`src/rtl/pc_fetch_sequencer.sv`:
```
// -----------------------------------------------------------------------------
// pc_fetch_sequencer
//
// Instruction fetch sequencer. Keeps a program counter, issues one
// instruction-memory request at a time, and presents each returned word to
// decode with its address. Redirects (jumps) are accepted in every state. A
// jump during an outstanding request lets the request finish and throws its
// data away, then fetches from the new target.
//
// Ports
//   clk            clock, rising-edge
//   n_rst          asynchronous active-low reset
//   i_en           run enable; gates issuing of new requests
//   i_jump         redirect request, sampled every rising edge
//   i_jump_addr    redirect target, valid with i_jump
//   o_mem_req      instruction-memory request (registered)
//   o_mem_addr     fetch address (registered)
//   i_mem_ack      memory completion, meaningful while o_mem_req=1
//   i_mem_data     instruction word, valid with i_mem_ack
//   o_instr_valid  instruction presented to decode (registered)
//   o_instr        presented instruction (registered)
//   o_instr_pc     address of presented instruction (registered)
//   i_instr_ready  decode accepts; transfer on valid & ready at a rising edge
//
// state  | meaning
// -------+--------------------------------------------------------------
// IDLE   | no request, nothing presented; waits for i_en
// FETCH  | o_mem_req high, o_mem_addr frozen until i_mem_ack
// HOLD   | instruction presented, waits for transfer or a jump
// -----------------------------------------------------------------------------
module pc_fetch_sequencer #(
   parameter int unsigned      WIDTH      = 32,
   parameter int unsigned      IWIDTH     = 32,
   parameter logic [WIDTH-1:0] RESET_ADDR = '0
) (
   input  logic              clk,
   input  logic              n_rst,
   input  logic              i_en,
   input  logic              i_jump,
   input  logic [WIDTH-1:0]  i_jump_addr,
   output logic              o_mem_req,
   output logic [WIDTH-1:0]  o_mem_addr,
   input  logic              i_mem_ack,
   input  logic [IWIDTH-1:0] i_mem_data,
   output logic              o_instr_valid,
   output logic [IWIDTH-1:0] o_instr,
   output logic [WIDTH-1:0]  o_instr_pc,
   input  logic              i_instr_ready
);

   typedef enum logic [1:0] {
      ST_IDLE  = 2'd0,
      ST_FETCH = 2'd1,
      ST_HOLD  = 2'd2
   } state_t;

   state_t              state_q, state_d;
   logic [WIDTH-1:0]    pc_q, pc_d;
   logic                mem_req_q, mem_req_d;
   logic [WIDTH-1:0]    mem_addr_q, mem_addr_d;
   logic                instr_valid_q, instr_valid_d;
   logic [IWIDTH-1:0]   instr_q, instr_d;
   logic [WIDTH-1:0]    instr_pc_q, instr_pc_d;
   logic                squash_q, squash_d;

   logic [WIDTH-1:0]    redirect;
   logic                xfer;

   // pc_q always holds the address of the next fetch to issue. While a
   // request is in flight it is overwritten by any jump target, so the
   // last sampled target wins without a separate target register.
   always_comb begin
      state_d       = state_q;
      pc_d          = pc_q;
      mem_req_d     = mem_req_q;
      mem_addr_d    = mem_addr_q;
      instr_valid_d = instr_valid_q;
      instr_d       = instr_q;
      instr_pc_d    = instr_pc_q;
      squash_d      = squash_q;

      redirect = i_jump ? i_jump_addr : pc_q;
      xfer     = instr_valid_q & i_instr_ready;

      unique case (state_q)
         ST_IDLE: begin
            pc_d = redirect;
            if (i_en) begin
               state_d    = ST_FETCH;
               mem_req_d  = 1'b1;
               mem_addr_d = redirect;
            end
         end

         ST_FETCH: begin
            pc_d = redirect;
            if (i_jump) begin
               squash_d = 1'b1;
            end
            if (i_mem_ack) begin
               squash_d = 1'b0;
               if (squash_q || i_jump) begin
                  // Stale data: drop it and restart straight at the target.
                  if (i_en) begin
                     mem_addr_d = redirect;
                  end else begin
                     state_d   = ST_IDLE;
                     mem_req_d = 1'b0;
                  end
               end else begin
                  instr_d       = i_mem_data;
                  instr_pc_d    = mem_addr_q;
                  instr_valid_d = 1'b1;
                  mem_req_d     = 1'b0;
                  pc_d          = mem_addr_q + WIDTH'(1);
                  state_d       = ST_HOLD;
               end
            end
         end

         ST_HOLD: begin
            // A transfer and a jump both end the hold; with a jump and no
            // transfer the presented instruction is simply dropped.
            if (xfer || i_jump) begin
               instr_valid_d = 1'b0;
               pc_d          = redirect;
               if (i_en) begin
                  state_d    = ST_FETCH;
                  mem_req_d  = 1'b1;
                  mem_addr_d = redirect;
               end else begin
                  state_d    = ST_IDLE;
               end
            end
         end

         default: begin
            state_d       = ST_IDLE;
            mem_req_d     = 1'b0;
            instr_valid_d = 1'b0;
            squash_d      = 1'b0;
         end
      endcase
   end

   always_ff @(posedge clk or negedge n_rst) begin
      if (!n_rst) begin
         state_q       <= ST_IDLE;
         pc_q          <= RESET_ADDR;
         mem_req_q     <= 1'b0;
         mem_addr_q    <= RESET_ADDR;
         instr_valid_q <= 1'b0;
         instr_q       <= '0;
         instr_pc_q    <= '0;
         squash_q      <= 1'b0;
      end else begin
         state_q       <= state_d;
         pc_q          <= pc_d;
         mem_req_q     <= mem_req_d;
         mem_addr_q    <= mem_addr_d;
         instr_valid_q <= instr_valid_d;
         instr_q       <= instr_d;
         instr_pc_q    <= instr_pc_d;
         squash_q      <= squash_d;
      end
   end

   assign o_mem_req     = mem_req_q;
   assign o_mem_addr    = mem_addr_q;
   assign o_instr_valid = instr_valid_q;
   assign o_instr       = instr_q;
   assign o_instr_pc    = instr_pc_q;

endmodule

```
`config.mk`:
```
export PLATFORM = sky130hd
export DESIGN_NAME = pc_fetch_sequencer
export DESIGN_NICKNAME = d
export VERILOG_FILES = /design/src/rtl/pc_fetch_sequencer.sv
export SDC_FILE = /design/constraint.sdc
export NUM_CORES = 1
export LEC_CHECK = 0
export BUFFER_PORTS_ARGS = -buffer_cell sky130_fd_sc_hd__buf_2
export CAP_MARGIN = 20
export CELL_PAD_IN_SITES_DETAIL_PLACEMENT = 0
export CELL_PAD_IN_SITES_GLOBAL_PLACEMENT = 2
export CORE_UTILIZATION = 28
export DETAILED_ROUTE_END_ITERATION = 8
export PLACE_DENSITY = 0.83
export SKIP_LAST_GASP = 1
export SLEW_MARGIN = 20
export SYNTH_ARGS = -nofsm -noshare
export SYNTH_HDL_FRONTEND = slang
export SYNTH_SLANG_ARGS = --single-unit
```
`constraint.sdc`:
```
create_clock -name clk -period 1.8 [get_ports clk]
set_input_delay 0.18 -clock clk [delete_from_list [all_inputs] [get_ports clk]]
set_output_delay 0.18 -clock clk [all_outputs]
set_load 0.005 [all_outputs]
```
==> results.md, run 1 <==
* Detailed Place HPWL at roughly 13000 µm
* Syn_area_per_cell at just over 9 µm²
* H-tree levels at 4
* Number of global-route vias before repair at ~5500
* Reg2reg setup slack at -0.1 ns
* Final slew viol count at 0
* Status: finished, violations left
* Area grow syn2layout at 46.43%
* Starting density of the core at roughly 29%
* Pwr Density at about 1400 nW/µm²
* Ant diodes at 0
* Worst-path clk slew at ~0.06 ns
* Worst VDD drop at ~740 µV
* Startpoint types: register
* Rows at 53
* DP Worst Slack at -0.1212 ns
* Crit path DAT at around 2.2 ns
* Final WS setup at -0.09787 ns
* Largest cells by area after synthesis: dfrtp_1, nand2_1, mux2i_1, o21ai_0, a21oi_1
* EDFF count, synth at 0
* Mean number of vias per cell at between 4 and 5
* Min-delay worst type: primary input to register
* Vias at about 5600
* Failing checks: setup timing
* Most frequent cell after synthesis: nand2_1
* Post-route ant nets at 0
* Tot GR Track Use at between 10% and 20%
* Final core utilization at 42.13%
* DRT Pass-1 Iters at 4
* Sink Count at about 130
* Die ar. at between 20000 and 25000 µm²
* CTS tree: done
* Met2 Use GR at around 28%
* Root buffer cell: clkbuf_16
* Type of destination of the critical path: register
* Synth Register Bits at between 100 and 150
* Final min period at ~1.9 ns
* DR DRC count at 0
* Synth top cells by count: nand2_1, dfrtp_1, o21ai_0, a21oi_1, mux2i_1
* Final Setup Violations at 2
* Buffers on Ports at ~170
* Num CTS Buffers at 17
* Post-route clock period utilization at 105.4%
* Clock latency on the worst-skew pair at between 0.4 and 0.5 ns
* FMAX at 526.9 MHz
* Yosys cell types at 45
* Grt ovf at 0
* Synth warn at 0
* Final TNS setup at -0.1008 ns
* Met3 Use GR at 3.323%
* Max_slew headroom at roughly 72%
* Routed WL at between 15000 and 20000 µm
* Antenna violations before repair at 0
* CP required at between 2 and 2.5 ns
* Gp weighted congestion at between 0.7 and 0.8
* Global Route met1 Usage at 24.16%
* DRT iter0 DRCs at 216
* FFs w/ async S/R, synth at 100.0%
* Register area share after synthesis at 54.51%
* Pleak at roughly 0.0045 µW
* First-pass GRT wire length at between 30000 and 40000 µm
* Post-synth top area share at a little over half
* Largest area contributor in the netlist: dfrtp_1
* Share of layout cells above drive strength 1 at between 30% and 40%
* Cell count after synthesis at 673
* I/O pin total at 168
* Multi-input logic area at between 2000 and 3000 µm²
* Nets at approximately 1000
* Die height at about 150 µm
* Worst Max-Slew Pin Slew at 0.4139 ns
* Clk_skew at a little over 0.009 ns
* Fill count at around 2100
* Global routing's busiest layer: met2
* Die X at ~150 µm
* Mapped cell area at ~6000 µm²
* Seq. cell area at 3328 µm²
* Crit-path max FO at 6
* Synthesized Nets at 744
* RSZ-0062 raised after global routing: true
* Clock Path Buffers at 2
* Largest net degree at the start of global routing at 42
* WL per Instance at ~16 µm
* Final hold viol count at 0
* Max Cap Viol at 0
* Core Region at ~21000 µm²
* Ys flop type: dfrtp_1
* Critical path start-end classification: register to register
-- critical path: stages, from the launching register on --
cell and delay (ns):
dfrtp_1 0.37, ha_2 0.19, nand4_1 0.13, or4_4 0.52
nor4b_4 0.29, xnor2_1 0.16, o221ai_2 0.11
-- where the power goes --
part	internal [µW]	leakage, µW	switching (µW)	total [µW]
Combinational	2040	0.00257	2250	4290
Sequential	4160	0.00163	686	4850
Clock	2200	0.000292	1360	3560
Total	8400	0.00449	4290	12700
-- routing by layer --
| metal | vias to the layer above | part of all wire, % |
|---|---|---|
| met5 | - | 0 |
| met1 | 2703 | 47 |
| li1 | 2788 | - |
| met2 | 133 | 46 |
| met4 | 0 | 1.6 |
| met3 | 22 | 5.2 |
-- timing repair --
item	4_1_cts	5_1_grt
hold buffers	33	0
resized for setup	2	31
setup endpoints to repair	8	30
hold endpoints to repair	69	0
setup buffers	1	4
gates cloned	2	1
pin swaps	2	7
-- path summary, 6_finish.rpt --
path,end,start,cells after the start
max,pc_q[28]$_DFFE_PN0P_,o_mem_addr[1]$_DFFE_PN0P_,6
min,pc_q[17]$_DFFE_PN0P_,i_jump_addr[17],3
max reg2reg,pc_q[28]$_DFFE_PN0P_,o_mem_addr[1]$_DFFE_PN0P_,6
min reg2reg,o_instr_pc[24]$_DFFE_PN0P_,o_instr_pc[24]$_DFFE_PN0P_,2
max in group asynchronous,o_instr[21]$_DFFE_PN0P_,n_rst,3
min in group asynchronous,o_instr_pc[13]$_DFFE_PN0P_,n_rst,2
-- registers in the layout (all words and copies together) (netlist names) --
name           count
pc_q              32
o_mem_req          1
o_instr           32
squash_q           1
o_mem_addr        32
state_q            2
o_instr_valid      1
o_instr_pc        32
-- kinds of logic after synthesis --
logic type / Yosys count / synth area share (%)
buffers and inverters: 44 / 2.971
AOI/OAI and AO/OA: 126 / 11.99
and+or+nand+nor: 314 / 21.84
adders and majority gates: 1 / 0.2049
xor gates and xnor gates: 26 / 3.730
muxes: 29 / 4.754
DFF: 133 / 54.51
-- final cells by class --
type	instances	area share, %
Inverter	4	0.1679
Clock buffer	18	4.912
Tap cell	275	3.848
Multi-Input combinational cell	496	30.77
Sequential cell	133	37.22
Timing Repair Buffer	276	21.33
Clock inverter	13	1.749
-- through the flow --
step	std cells	power, µW	area (µm²)	hold WS [ns]
2_1_floorplan	673	6672	6122	-0.1156
3_3_place_gp	1145	8896	7772	0.1331
3_5_place_dp	1145	8949	7772	0.1330
4_1_cts	1212	12680	8778	0.02384
5_1_grt	1215	13540	8941	0.02836
6_report	1215	12690	8941	0.03793
-- placed cells by master, fill, tap and decap left out, types with 4 or more instances in the layout --
cell / count
nand4_1: 8
clkbuf_16: 18
o22ai_2: 7
buf_6: 4
xor2_1: 15
nand3_1: 13
nor2_1: 16
xnor2_1: 11
dlygate4sd3_1: 33
clkinv_2: 5
and4_1: 4
dfrtp_1: 133
a21oi_2: 4
mux2i_1: 29
buf_4: 62
o21ai_0: 44
a21oi_1: 34
nand2_1: 245
nor3_1: 5
and3_1: 5
buf_12: 7
o22ai_1: 15
buf_2: 166
Note: power is estimated with default switching activity, not from simulation.
==> run 2: changes to the inputs <==
--- a/config.mk
+++ b/config.mk
@@ -10,8 +10,10 @@
 export CELL_PAD_IN_SITES_DETAIL_PLACEMENT = 0
 export CELL_PAD_IN_SITES_GLOBAL_PLACEMENT = 2
 export CORE_UTILIZATION = 28
+export CTS_CLUSTER_SIZE = 24
 export DETAILED_ROUTE_END_ITERATION = 8
 export PLACE_DENSITY = 0.83
+export REMOVE_ABC_BUFFERS = 1
 export SKIP_LAST_GASP = 1
 export SLEW_MARGIN = 20
 export SYNTH_ARGS = -nofsm -noshare
==> run 2 against run 1 <==
The flow still finishes with violations (setup timing). Core utilization down 0.49 points. Register-to-register slack better by 0.03 ns. Hold slack better by 0.0072 ns. Critical path depth unchanged. Maximum frequency up 1.6%. Global-route usage down 0.35 points. Clock-buffer cell count down 1. Clock skew down 0.0017 ns. Total power down 0.54%. Sequential power down 1%. Flip-flop and latch count unchanged. Critical path type unchanged.
==> results.md, run 2 (same netlist as run 1, synthesis figures left out) <==
* Core Region at ~21000 µm²
* CP required at between 2 and 2.5 ns
* Pwr Density at between 1000 and 1500 nW/µm²
* Mean number of vias per cell at 4.592
* Max Cap Viol at 0
* Reg-to-reg startpoint: o_mem_addr[0]$_DFFE_PN0P_
* Sink Count at 133
* Final WS setup at -0.06800 ns
* Post-route clock period utilization at 103.8%
* Final min period at approximately 1.9 ns
* Final Non-Filler Cells at 1212
* Sw Ratio at 33.00%
* H-tree levels at 4
* Ant diodes at 0
* Routed WL at roughly 19000 µm
* Hold EP: pc_q[14]$_DFFE_PN0P_
* Seq pwr share at between 30% and 40%
* Final slew viol count at 0
* Tot GR Track Use at 17.38%
* I/O pin total at 168
* Min-delay worst type: primary input to register
* Clock power share at 29.0%
* Status: finished, violations left
* Crit path DAT at roughly 2.2 ns
* Detailed Place HPWL at between 10000 and 15000 µm
* Comb pwr share at 33.0%
* Buffers on Ports at ~170
* Area grow syn2layout at 44.73%
* Final Setup Violations at 2
* Hold Path Depth at 3
* Nets at about 1000
* Most common cell after layout, fill and taps aside: nand2_1
* Gp weighted congestion at 0.7780
* Number of global-route vias before repair at 5550
* DRT Pass-1 Iters at 4
* CTS tree: done
* Antenna violations before repair at 0
* Hold wc startpoint: i_jump_addr[14]
* Psw at roughly 4200 µW
* Die X at ~150 µm
* Crit-path max FO at 6
* Worst VDD drop at 527.6 µV
* Num CTS Buffers at 17
* Commonest non-fill, non-tap cells in the layout: nand2_1, buf_2, dfrtp_1
* DR DRC count at 0
* Rows at between 50 and 60
* First-pass GRT wire length at 29850 µm
* Worst Max-Slew Pin Slew at ~0.44 ns
* FF-to-FF path depth at 6
* Critical path start-end classification: register to register
* Clock latency on the worst-skew pair at 0.42 ns
* Die height at 149.7 µm
* Post-Place Cells at between 1000 and 1500
* Pleak at ~0.0044 µW
* FMAX at about 540 MHz
* Int Power at 8460 µW
* Power consumption at 12630 µW
* Vias at ~5600
* Grt ovf at 0
* Startpoint types: register
* Failing checks: setup timing
* Largest net degree at the start of global routing at 53
* Max_slew headroom at a little under three quarters
* Clk_skew at 0.007661 ns
* Die ar. at between 20000 and 25000 µm²
* Post-route ant nets at 0
* Starting density of the core at between 20 and 30%
* Root buffer cell: clkbuf_16
* Reg2reg setup slack at -0.07 ns
* Worst-path clk slew at 0.06 ns
* Share of layout cells above drive strength 1 at 30.95%
* Final Hold Slack at approximately 0.045 ns
* Type of destination of the critical path: register
* DRT iter0 DRCs at around 350
* WL per Instance at between 15 and 20 µm
* RSZ-0062 raised after global routing: true
* Clock Path Buffers at 2
* R2r endpoint: pc_q[28]$_DFFE_PN0P_
* Final hold viol count at 0
run 2: final cells by class:
| type | count | area [µm²] |
|---|---|---|
| repair buffers | 273 | 1867 |
| multi-input cells | 496 | 2671 |
| flip-flops and latches | 133 | 3328 |
| fillers | 2161 | 12380 |
| clock inverters | 14 | 186.4 |
| well taps | 275 | 344.1 |
| clock buffers | 17 | 425.4 |
| inverters | 4 | 15.01 |
run 2: worst max path at each step:
| stage | start | end | slack (ns) | depth (start not counted) |
|---|---|---|---|---|
| finish | o_mem_addr[0]$_DFFE_PN0P_ | pc_q[28]$_DFFE_PN0P_ | -0.07 | 6 |
| global route | o_mem_addr[0]$_DFFE_PN0P_ | pc_q[28]$_DFFE_PN0P_ | -0.14 | 6 |
| floorplan | state_q[0]$_DFFE_PN0P_ | pc_q[26]$_DFFE_PN0P_ | -2.20 | 5 |
| CTS | o_mem_addr[0]$_DFFE_PN0P_ | pc_q[28]$_DFFE_PN0P_ | -0.05 | 6 |
| detailed placement | o_mem_addr[0]$_DFFE_PN0P_ | pc_q[28]$_DFFE_PN0P_ | -0.15 | 6 |
| global placement | o_mem_addr[0]$_DFFE_PN0P_ | pc_q[28]$_DFFE_PN0P_ | -0.13 | 6 |
run 2: critical path, cell delays in order, from the launching register on:
cell	delay (ns)
dfrtp_1	0.36
ha_2	0.18
nand4_1	0.13
or4_4	0.51
nor4b_4	0.29
xnor2_1	0.17
o221ai_2	0.12
run 2: per-stage QoR:
stage	setup TNS [ns]	area (µm²)	utilization, %	setup slack (ns)
floorplan	-201.01	5939	-	-2.200
global placement	-0.2687	7735	36.45	-0.1295
detailed placement	-0.5367	7735	36.45	-0.1497
CTS	-0.04838	8697	40.98	-0.04838
global route	-0.8461	8837	41.64	-0.1422
finish	-0.07108	8837	41.64	-0.06800
run 2: per-layer routing:
layer  wire (µm)  vias up  global-route usage, %
met3         850       21                  3.354
met4         241        0                  5.758
met2        8548      153                  26.88
met1        9449     2612                  24.25
li1            -     2779                      -
met5           0        -                      0
run 2: repair_timing:
action | CTS | global route
setup endpoints to repair | 18 | 14
hold buffers | 33 | 0
hold endpoints to repair | 61 | 0
pin swaps | 1 | 6
resized for setup | 4 | 11
gates cloned | 1 | 2
setup buffers | 0 | 4
run 2: power by group through the flow:
stage          clock, µW  combinational [µW]  sequential, µW
2_1_floorplan          0                1470            5120
3_3_place_gp           0                3990            4830
3_5_place_dp           0                4040            4850
4_1_cts             3740                4130            4800
5_1_grt             3890                4740            4960
6_report            3660                4160            4800
